[config.mk]
export PLATFORM = sky130hd
export DESIGN_NAME = alu_issue_ctrl
export DESIGN_NICKNAME = d
export VERILOG_FILES = /design/src/rtl/alu_issue_ctrl.sv
export SDC_FILE = /design/constraint.sdc
export NUM_CORES = 1
export LEC_CHECK = 0
export ABC_CLOCK_PERIOD_IN_PS = 4250
export BUFFER_PORTS_ARGS = -buffer_cell sky130_fd_sc_hd__buf_2
export CAP_MARGIN = 15
export CORE_MARGIN = 3
export CORE_UTILIZATION = 24
export CTS_CLUSTER_DIAMETER = 120
export CTS_CLUSTER_SIZE = 20
export DETAILED_ROUTE_END_ITERATION = 12
export SYNTH_ARGS = -nofsm -noshare
export SYNTH_HDL_FRONTEND = slang
export SYNTH_SLANG_ARGS = --single-unit
[constraint.sdc]
create_clock -name clk -period 4.25 [get_ports clk]
set_input_delay 0.85 -clock clk [delete_from_list [all_inputs] [get_ports clk]]
set_output_delay 0.85 -clock clk [all_outputs]
set_load 0.01 [all_outputs]
[src/rtl/alu_issue_ctrl.sv]
// Issue controller between the instruction FIFO and the 4-bit ALU: pops and decodes
// instructions, sequences multi-cycle ops, and drives the ALU clock-gate enable.
module alu_issue_ctrl #(
    parameter int IDLE_CYCLES = 4,
    parameter int MUL_LAT     = 2,
    parameter int DIV_LAT     = 4
) (
    input  logic        clk,
    input  logic        rst,
    input  logic        fifo_empty,
    input  logic [11:0] fifo_dout,
    output logic        fifo_rd_en,
    input  logic        clock_disable,
    output logic [3:0]  alu_op,
    output logic [3:0]  alu_a,
    output logic [3:0]  alu_b,
    output logic        alu_start,
    output logic        gate_en,
    output logic        res_valid,
    input  logic        res_ready,
    output logic        illegal,
    output logic        busy,
    output logic [7:0]  issued_cnt
);

    localparam int LAT_MAX = (MUL_LAT > DIV_LAT) ? MUL_LAT : DIV_LAT;
    localparam int EXEC_W  = (LAT_MAX > 1) ? $clog2(LAT_MAX) : 1;
    localparam int IDLE_W  = (IDLE_CYCLES > 1) ? $clog2(IDLE_CYCLES) : 1;

    typedef enum logic [2:0] {
        SLEEP,
        WAKE,
        IDLE,
        FETCH,
        DECODE,
        EXEC,
        DONE
    } state_t;

    state_t              state;
    logic [IDLE_W-1:0]   idle_cnt;
    logic [EXEC_W-1:0]   exec_cnt;
    logic [EXEC_W-1:0]   exec_last;
    logic                go;

    assign go = !fifo_empty && !clock_disable;

    // Final EXEC cycle index for the opcode held in the operand registers.
    always_comb begin
        exec_last = '0;
        case (alu_op)
            4'd2:    exec_last = EXEC_W'(MUL_LAT - 1);
            4'd3:    exec_last = EXEC_W'(DIV_LAT - 1);
            default: exec_last = '0;
        endcase
    end

    // Outputs are set on entry to each state so every output is a plain flop.
    always_ff @(posedge clk or negedge rst) begin
        if (!rst) begin
            state      <= SLEEP;
            idle_cnt   <= '0;
            exec_cnt   <= '0;
            fifo_rd_en <= 1'b0;
            alu_op     <= 4'd0;
            alu_a      <= 4'd0;
            alu_b      <= 4'd0;
            alu_start  <= 1'b0;
            gate_en    <= 1'b0;
            res_valid  <= 1'b0;
            illegal    <= 1'b0;
            busy       <= 1'b0;
            issued_cnt <= 8'd0;
        end else begin
            fifo_rd_en <= 1'b0;
            alu_start  <= 1'b0;
            illegal    <= 1'b0;
            case (state)
                SLEEP: begin
                    if (go) begin
                        state   <= WAKE;
                        gate_en <= 1'b1;
                    end
                end
                WAKE: begin
                    state      <= FETCH;
                    fifo_rd_en <= 1'b1;
                    busy       <= 1'b1;
                end
                IDLE: begin
                    if (go) begin
                        state      <= FETCH;
                        fifo_rd_en <= 1'b1;
                        busy       <= 1'b1;
                        idle_cnt   <= '0;
                    end else if (clock_disable || idle_cnt == IDLE_W'(IDLE_CYCLES - 1)) begin
                        state    <= SLEEP;
                        gate_en  <= 1'b0;
                        idle_cnt <= '0;
                    end else begin
                        idle_cnt <= idle_cnt + 1'b1;
                    end
                end
                FETCH: begin
                    state <= DECODE;
                end
                DECODE: begin
                    alu_op <= fifo_dout[11:8];
                    alu_a  <= fifo_dout[7:4];
                    alu_b  <= fifo_dout[3:0];
                    if (fifo_dout[11]) begin
                        state   <= IDLE;
                        illegal <= 1'b1;
                        busy    <= 1'b0;
                    end else begin
                        state      <= EXEC;
                        alu_start  <= 1'b1;
                        issued_cnt <= issued_cnt + 8'd1;
                        exec_cnt   <= '0;
                    end
                end
                EXEC: begin
                    if (exec_cnt == exec_last) begin
                        state     <= DONE;
                        res_valid <= 1'b1;
                    end else begin
                        exec_cnt <= exec_cnt + 1'b1;
                    end
                end
                DONE: begin
                    if (res_ready) begin
                        res_valid <= 1'b0;
                        if (go) begin
                            state      <= FETCH;
                            fifo_rd_en <= 1'b1;
                        end else begin
                            state <= IDLE;
                            busy  <= 1'b0;
                        end
                    end
                end
                default: begin
                    state   <= SLEEP;
                    gate_en <= 1'b0;
                    busy    <= 1'b0;
                end
            endcase
        end
    end

endmodule

* Word-level counts from Yosys, hierarchy flattened
Cells that the tools add are included.
** Word-level totals
- Bits in registers :: 33
- Input port bits :: 17
- Word-level logic and storage cells :: 87
** Cells by class
- $add $sub $neg :: 3
- Equality and inequality tests :: 21
- Multiplexer cells :: 32
- Bitwise gates (word level) :: 3
- Reduce and logical (&&, ||, !) cells :: 15
** Operator list (number)
- 3-bit one-hot mux with 7 select lines :: 1
- 2-bit != test (second input constant) :: 10
- 3-bit 2-to-1 mux :: 6
- 1-bit 2-to-1 mux :: 15
- 3-bit == test (second input constant) :: 3
- 8-bit by 1-bit adder with 8-bit output (second input constant) :: 1
- 4-bit by 2-bit == test with 1-bit output (second input constant) :: 2
- 2-bit 2-to-1 mux :: 4
- 2-bit one-hot mux with 2 select lines :: 2
- 4-bit AND reduction :: 2
- 3-bit by 2-bit == test with 1-bit output (second input constant) :: 2
- 1-bit one-hot mux with 3 select lines :: 2
- 3-bit AND reduction :: 2
- 1-bit one-hot mux with 5 select lines :: 1
- 5-bit AND reduction :: 1
- 5-bit OR reduction :: 1
- 2-bit by 1-bit adder with 2-bit output (second input constant) :: 2
- 2-bit nonzero test :: 2
- 3-bit by 1-bit == test with 1-bit output (second input constant) :: 1
- 3-bit zero test :: 1
- 3-bit != test (second input constant) :: 1
- 1-bit inverter :: 3
- 3-bit OR reduction :: 1
- 2-bit == test :: 1
- other kinds (6) :: 7

* Depth between registers and ports, before layout
Gate-level depths: netlist (run 1).
- Depth in word-level cells :: 5
- Gate-level depth with buffers :: 5
- Depth with buffers taken out :: 4

* Worst setup path after synthesis (run 1)
Ideal clock, no wire load.
- Path type :: input port to flip-flop
- Start point :: input port fifo_dout[11]
- End point :: register issued_cnt[7]
- Setup time :: 0.079 ns
- Arrival time :: 1.849 ns
- Data required time :: 4.171 ns
- Slack :: 2.322 ns
- Stages on the path :: 4
- Path buffers :: 0
- Cells stage by stage :: nor4b_4 -> nand4_2 -> nor3_2 -> xor2_1
** On the way
- Longest elaborated chain between the ends :: 2
** Ends and longest elaborated chain
- start: declaration :: RTL line 11 : input logic [11:0] fifo_dout,
- 1-bit inverter (no line)
- 2-bit AND reduction (no line)
- end signal: assignment :: RTL line 118 : issued_cnt <= issued_cnt + 8'd1;
- end: declaration :: RTL line 23 : output logic [7:0] issued_cnt
No other way between the ends.
A chain may end at the register's enable or synchronous reset.

* Worst setup path after layout (run 1)
- Start point :: register state[2]
- End point :: register alu_b[0]
** On the way
- Longest elaborated chain between the ends :: 1
** Ends and longest elaborated chain
- start: declaration :: RTL line 40 : state_t state;
- start signal: assignment :: RTL line 61 : state <= SLEEP;
- start signal: assignment :: RTL line 81 : state <= WAKE;
- start signal: assignment :: RTL line 86 : state <= FETCH;
- 3-bit == test :: RTL line 78 : case (state)
- end signal: assignment :: RTL line 110 : alu_b <= fifo_dout[3:0];
- end: declaration :: RTL line 16 : output logic [3:0] alu_b,
No other way between the ends.

==> results.md, run 1 <==
- Status: complete, no violations
- # clock sinks: 33
- Max incr delay on CP: 890 ps
- Post-synthesis register bit count: 33
- GRT overflow: 0
- RSZ-0062 raised after global routing: false
- Tot Pwr: 0.00131 W
- Count of cell types in the netlist: 40
- Final Critical Period: 2120 ps
- Post-Syn Area: 1560 um^2
- # H-tree levels: 2
- Power density over the cells: 686 nW/um^2
- Antenna diodes: 0
- Setup_tns: 0 ps
- Post-Route WL: 3.15 mm
- Root Driver: clkbuf_8
- Register area share after synthesis: 53.1%
- Critical Path RT: 4410 ps
- Avg WL per Cell: 12.5 um
- Initial antenna violation count: 0
- Global placer's final weighted congestion: 0.797
- Layout cells sized above 1: 39.0%
- Post-CTS setup buffers: 0
- Io pins: 43
- Final hold viol count: 0
- Fraction of registers with async set/reset: 100%
- Die height: 86.5 um
- Clock latency on the worst-skew pair: 280 ps
- Final setup viols: 0
- Drt first pass iters: 4
- Reg clk slew, reported paths: 70 ps
- Mapped Cells: 135
- Skew final: 5.51 ps
- Placed Cells incl. Taps: 245
- Vias: 1168
- Crit-path cells: nor3b_2 > mux2_2
- Achievable Freq: 472 MHz
- Fin nets: 196
- Standard-cell row count: 28
- First-pass GRT wire length: 5.37 mm
- Worst-Margin Slew: 980 ps
- Global-route usage over all layers: 9.04%
- CTS tree: yes
- Worst EP arrival: 2280 ps
- Max Cap Viol: 0
- Avg Cell Area, Syn: 11.5 um^2
- Dpl hpwl: 2.21 mm
- Antenna-violating nets left: 0
- Vias in the first global route: 1161
- WS Path Type: reg2reg
- Longest Clk Path Bufs: 2
- Leak: 0.895 nW
- Die ar.: 7490 um^2
- Rel. slew slack: 34.4%
- Worst Setup End Kind: flop
- Crit Path Max Fanout: 19
- Port buffer count: 42
- Post-Layout Inst Area: 1910 um^2
- Initial Util: 25.5%
- Initial DRC Count: 56
- DP Area: 1830 um^2
- P&R area growth vs syn: 22.8%
- Die Width: 86.5 um
- Crit share post-route: 49.8%
- Number of hold buffers added after CTS: 0
- Hold Path Class: reg2reg
- # resized after CTS: 0
- CTS buffer count: 5
- Worst Hold Slack: 467 ps
- CP max stage cell: nor3b_2
- Synth Net Count: 154
- Most used DFF post-synth: dfrtp_1
- Drt drc: 0
- Yosys warning count: 0
- Vias per inst: 4.63
- Largest net degree at the start of global routing: 34
- Slew Viols, Final: 0
- Worst IR Drop VDD: 0.000274 V
- Fin cells: 252
- Worst setup SP type: flop
- Core area: 6100 um^2
- Post-synth EDFFs: 0
## sequential cells by signal, indices dropped and copies added, names as in the netlist
name        count
gate_en         1
illegal         1
res_valid       1
state           3
fifo_rd_en      1
alu_b           4
busy            1
alu_a           4
issued_cnt      8
alu_start       1
idle_cnt        2
alu_op          4
exec_cnt        2
## path summary, 6_finish.rpt
check | cells after the start | slack, ps | from | end
worst min register to register | 1 | 470 | issued_cnt[7] | issued_cnt[7]
worst max register to register | 2 | 2130 | state[2] | alu_b[0]
max in group asynchronous | 1 | 3160 | rst | idle_cnt[1]
worst min-delay path | 1 | 470 | issued_cnt[7] | issued_cnt[7]
min in group asynchronous | 1 | 630 | rst | issued_cnt[6]
worst max-delay path | 2 | 2130 | state[2] | alu_b[0]
## cell usage in the layout (no fill, tap or decap), types with 2 or more instances in the layout
master	netlist	final
nor3b_1	3	2
and2_1	2	2
nand2_1	9	9
xnor2_1	4	4
nand4_1	2	2
mux2_2	13	13
xor2_1	5	5
inv_1	3	3
a32o_1	2	2
ha_1	2	2
o22ai_1	3	3
clkbuf_8	0	6
dfrtp_1	33	33
a21oi_1	9	9
buf_2	2	42
nor2_1	9	9
o21ai_0	8	8
## layout make-up
class                   instances  area (um^2)
fillers                       655         4180
flip-flops and latches         33          826
multi-input cells              92          684
repair buffers                 42          210
well taps                      75         93.8
clock buffers                   7         86.3
inverters                       3         11.3
## power by group
part	switching, W	leakage (nW)	internal, W
Sequential	0.000153	0.413	0.000441
Clock	0.000107	0.0443	0.000128
Combinational	0.000224	0.438	0.000258
## metrics by stage
stage                     utilization, %  worst slack (ps)
after floorplan                        -              2320
after global placement              29.9              2070
after detailed placement            29.9              2010
after CTS                           31.4              2070
after global routing                31.4              1940
final                               31.4              2130
## routing by layer
layer  up-vias  GRT usage (%)  share of wire (%)
met5         -              0                  0
met4         0           3.82                1.6
met3         7           3.52                7.4
met2        28           14.1                 47
met1       568           11.1                 44
li1        565              -                  -
## kinds of logic after synthesis
family | share of synthesized area, %
compound gates | 12.2
xor+xnor | 5.06
fa+ha+maj | 1.61
buf+inv | 3.30
flops | 53.1
mux | 9.41
simple gates | 15.4
## worst max-delay path, delay by kind of cell (launching register included)
family / cells / cell delay [ps]
flip-flops: 1 / 690
AND/OR/NAND/NOR: 1 / 890
multiplexers: 1 / 420
## synth_stat cells, types with 2 or more instances
library cell | instances | area, um^2
nor2_1 | 9 | 33.8
a21oi_1 | 9 | 45.0
mux2_2 | 13 | 146
xor2_1 | 5 | 43.8
and2_1 | 2 | 12.5
a32o_1 | 2 | 20.0
buf_2 | 2 | 10.0
o22ai_1 | 3 | 18.8
xnor2_1 | 4 | 35.0
o21ai_0 | 8 | 40.0
nand2_1 | 9 | 33.8
inv_1 | 3 | 11.3
clkbuf_1 | 3 | 11.3
nand4_1 | 2 | 12.5
nor3b_1 | 3 | 22.5
dfrtp_1 | 33 | 826
ha_1 | 2 | 25.0
Power figures use the tool's default switching activity.
==> run 2, diff against run 1 <==
- ABC_AREA: unset -> 1
- ABC_CLOCK_PERIOD_IN_PS: 4250 -> 1850
- clock period: 4.25 -> 1.85 ns (I/O delays scaled with it)
==> results.md, run 2 <==
- Number of hold buffers added after CTS: 0 (unchanged)
- Antenna diodes: 0 (unchanged)
- CP max stage cell: dfrtp_1
- Worst setup SP type: flop
- Yosys top cell by area: dfrtp_1
- Antenna-violating nets left: 0 (unchanged)
- Hold Path Class: in2async
- Worst IR Drop VDD: 0.000630 V (+130%)
- Achievable Freq: 719 MHz (+52%)
- Die ar.: 7660 um^2 (+2.3%)
- Synth top cells by count: nand2_1, dfrtp_1, inv_1
- Largest register FFs: 8 (unchanged)
- Filler Cell Count: 681 (+4.0%)
- CTS buffer count: 5 (unchanged)
- Fraction of registers with async set/reset: 100% (unchanged)
- Drt first pass iters: 4 (unchanged)
- Reg clk slew, reported paths: 70 ps (about the same)
- Most used DFF post-synth: dfrtp_1
- Global-route usage over all layers: 9.48% (+0.44 points)
- Global placer's final weighted congestion: 0.795 (-0.26%)
- Rel. slew slack: 73.4% (+39 points)
- Crit-path cells: inv_4 > nand3_4 > nor2_1 > nor2_1 > nand2_1 > nand4_1 > nand2_1
- GRT overflow: 0 (unchanged)
- Critical Path RT: 2080 ps (-2330 ps)
- Register area share after synthesis: 51.8% (-1.3 points)
- Largest net degree at the start of global routing: 34 (unchanged)
- Largest cells by area after synthesis: dfrtp_1, nand2_1, mux2_2
- Slew Viols, Final: 0 (unchanged)
- Avg Cell Area, Syn: 9.55 um^2 (-17%)
- Initial Util: 25.0% (-0.55 points)
- Worst-Margin Slew: 396 ps (-584 ps)
- Drt drc: 0 (unchanged)
- Initial DRC Count: 42 (-25%)
- Power density over the cells: 1530 nW/um^2 (+120%)
- Post-synthesis register bit count: 33 (unchanged)
- CTS tree: yes
- Setup_tns: 0 ps (unchanged)
- Count of cell types in the netlist: 27 (-33%)
- Crit-path leading delay family: simple AND/OR/NAND/NOR gates
- Max incr delay on CP: 470 ps (-420 ps)
- Final hold viol count: 0 (unchanged)
- Io pins: 43 (unchanged)
- Core area: 6390 um^2 (+4.8%)
- Avg WL per Cell: 11.5 um (-7.7%)
- Initial antenna violation count: 0 (unchanged)
- Post-synth EDFFs: 0 (unchanged)
- Synth Net Count: 186 (+21%)
- Longest Clk Path Bufs: 2 (unchanged)
- Layout cells sized above 1: 33.3% (-5.6 points)
- # H-tree levels: 2 (unchanged)
- DP Area: 1900 um^2 (+3.9%)
- Worst Setup End Kind: flop
- Register area: 826 um^2 (unchanged)
- Post-Layout Inst Area: 2020 um^2 (+5.5%)
- Leak: 1.10 nW (+22%)
- Cell with the most instances after synthesis: nand2_1
- Synth top area share: 51.8% (-1.3 points)
- Post-Syn Area: 1600 um^2 (+2.5%)
- Vias per inst: 4.40 (-5.0%)
- Root Driver: clkbuf_8
- Yosys warning count: 0 (unchanged)
- First-pass GRT wire length: 5.56 mm (+3.6%)
- Clock latency on the worst-skew pair: 290 ps (about the same)
- # clock sinks: 33 (unchanged)
- Worst EP arrival: 1620 ps (-660 ps)
- Skew final: 4.82 ps (-0.696 ps)
- Most frequent cells in the layout: buf_2, nand2_1, dfrtp_1
- Final Critical Period: 1390 ps (-725 ps)
- Die Width: 87.5 um (+1.2%)
- Buf/Inv on CP: 1 (+1)
- Final setup viols: 0 (unchanged)
- Placed Cells incl. Taps: 285 (+16%)
- Max Cap Viol: 0 (unchanged)
- Port buffer count: 42 (unchanged)
- Crit share post-route: 75.2% (+25 points)
- Dpl hpwl: 2.47 mm (+12%)
- Most flop-heavy register: issued_cnt
- Post-CTS setup buffers: 0 (unchanged)
- Fin cells: 293 (+16%)
- Commonest non-fill, non-tap cell in the layout: buf_2
- Crit Path Max Fanout: 15 (-4)
- WS Path Type: reg2reg
- Post-Route WL: 3.38 mm (+7.3%)
- # resized after CTS: 0 (unchanged)
- Area of the multi-input gates: 661 um^2 (-3.5%)
- Vias: 1290 (+10%)
- RSZ-0062 raised after global routing: false
- P&R area growth vs syn: 26.4%
- Fin nets: 234 (+19%)
- Standard-cell row count: 29 (+3.6%)
- Die height: 87.5 um (+1.2%)
- Mapped Cells: 167 (+24%)
- Vias in the first global route: 1190 (+2.5%)
- Status: complete, no violations
run 2: cells by family after synthesis:
group / after synthesis / share of synthesized area (%)
fa+ha+maj: 2 / 1.57
simple gates: 83 / 25.9
compound gates: 9 / 3.06
mux: 10 / 7.06
flops: 33 / 51.8
xor+xnor: 7 / 3.84
buf+inv: 23 / 6.82
run 2: worst reg2reg max path, delay by kind of cell (launching register included):
kind	cells	cell delay, ps
AND/OR/NAND/NOR	6	730
buffers and inverters	1	130
flip-flops	1	470
run 2: per-stage QoR:
stage                     setup slack [ps]  hold WS, ps  total power, W  util, %
after floorplan                        641         74.4         0.00203        -
after global placement                 512          346         0.00239     29.7
after detailed placement               464          347         0.00241     29.7
after CTS                              445         28.8         0.00315     31.6
after global routing                   301         29.3         0.00336     31.6
final                                  459         29.9         0.00309     31.6
run 2: area by class of cell:
cell class / count / share of cell area (%)
flip-flops and latches: 33 / 40.9
multi-input cells: 111 / 32.8
clock inverters: 2 / 1.86
clock buffers: 6 / 4.09
repair buffers: 43 / 11.4
well taps: 77 / 4.78
inverters: 21 / 4.16
run 2: where the power goes:
group | internal [W] | leakage [nW] | switching (W) | total, W
registers | 0.00100 | 0.411 | 0.000209 | 0.00121
clock network | 0.000438 | 0.0574 | 0.000274 | 0.000712
logic | 0.000509 | 0.627 | 0.000656 | 0.00116
total | 0.00195 | 1.10 | 0.00114 | 0.00309
run 2: path summary, 6_finish.rpt:
path | from | to | slack (ps) | cells past startpoint
worst max-delay path | state[1] | state[1] | 460 | 7
worst min-delay path | rst | idle_cnt[1] | 30 | 2
worst max register to register | state[1] | state[1] | 460 | 7
worst min register to register | gate_en | gate_en | 470 | 2
max in group asynchronous | rst | exec_cnt[1] | 1640 | 2
min in group clk | fifo_dout[7] | alu_a[3] | 310 | 2
run 2: layer usage:
metal	part of all wire [%]	track usage (%)	vias to the layer above	wire length (um)
li1	-	-	638	-
met1	44	11.3	610	1500
met2	48	15.3	38	1630
met3	6.7	4.23	4	225
met4	0.53	2.93	0	18
met5	0	0	-	0
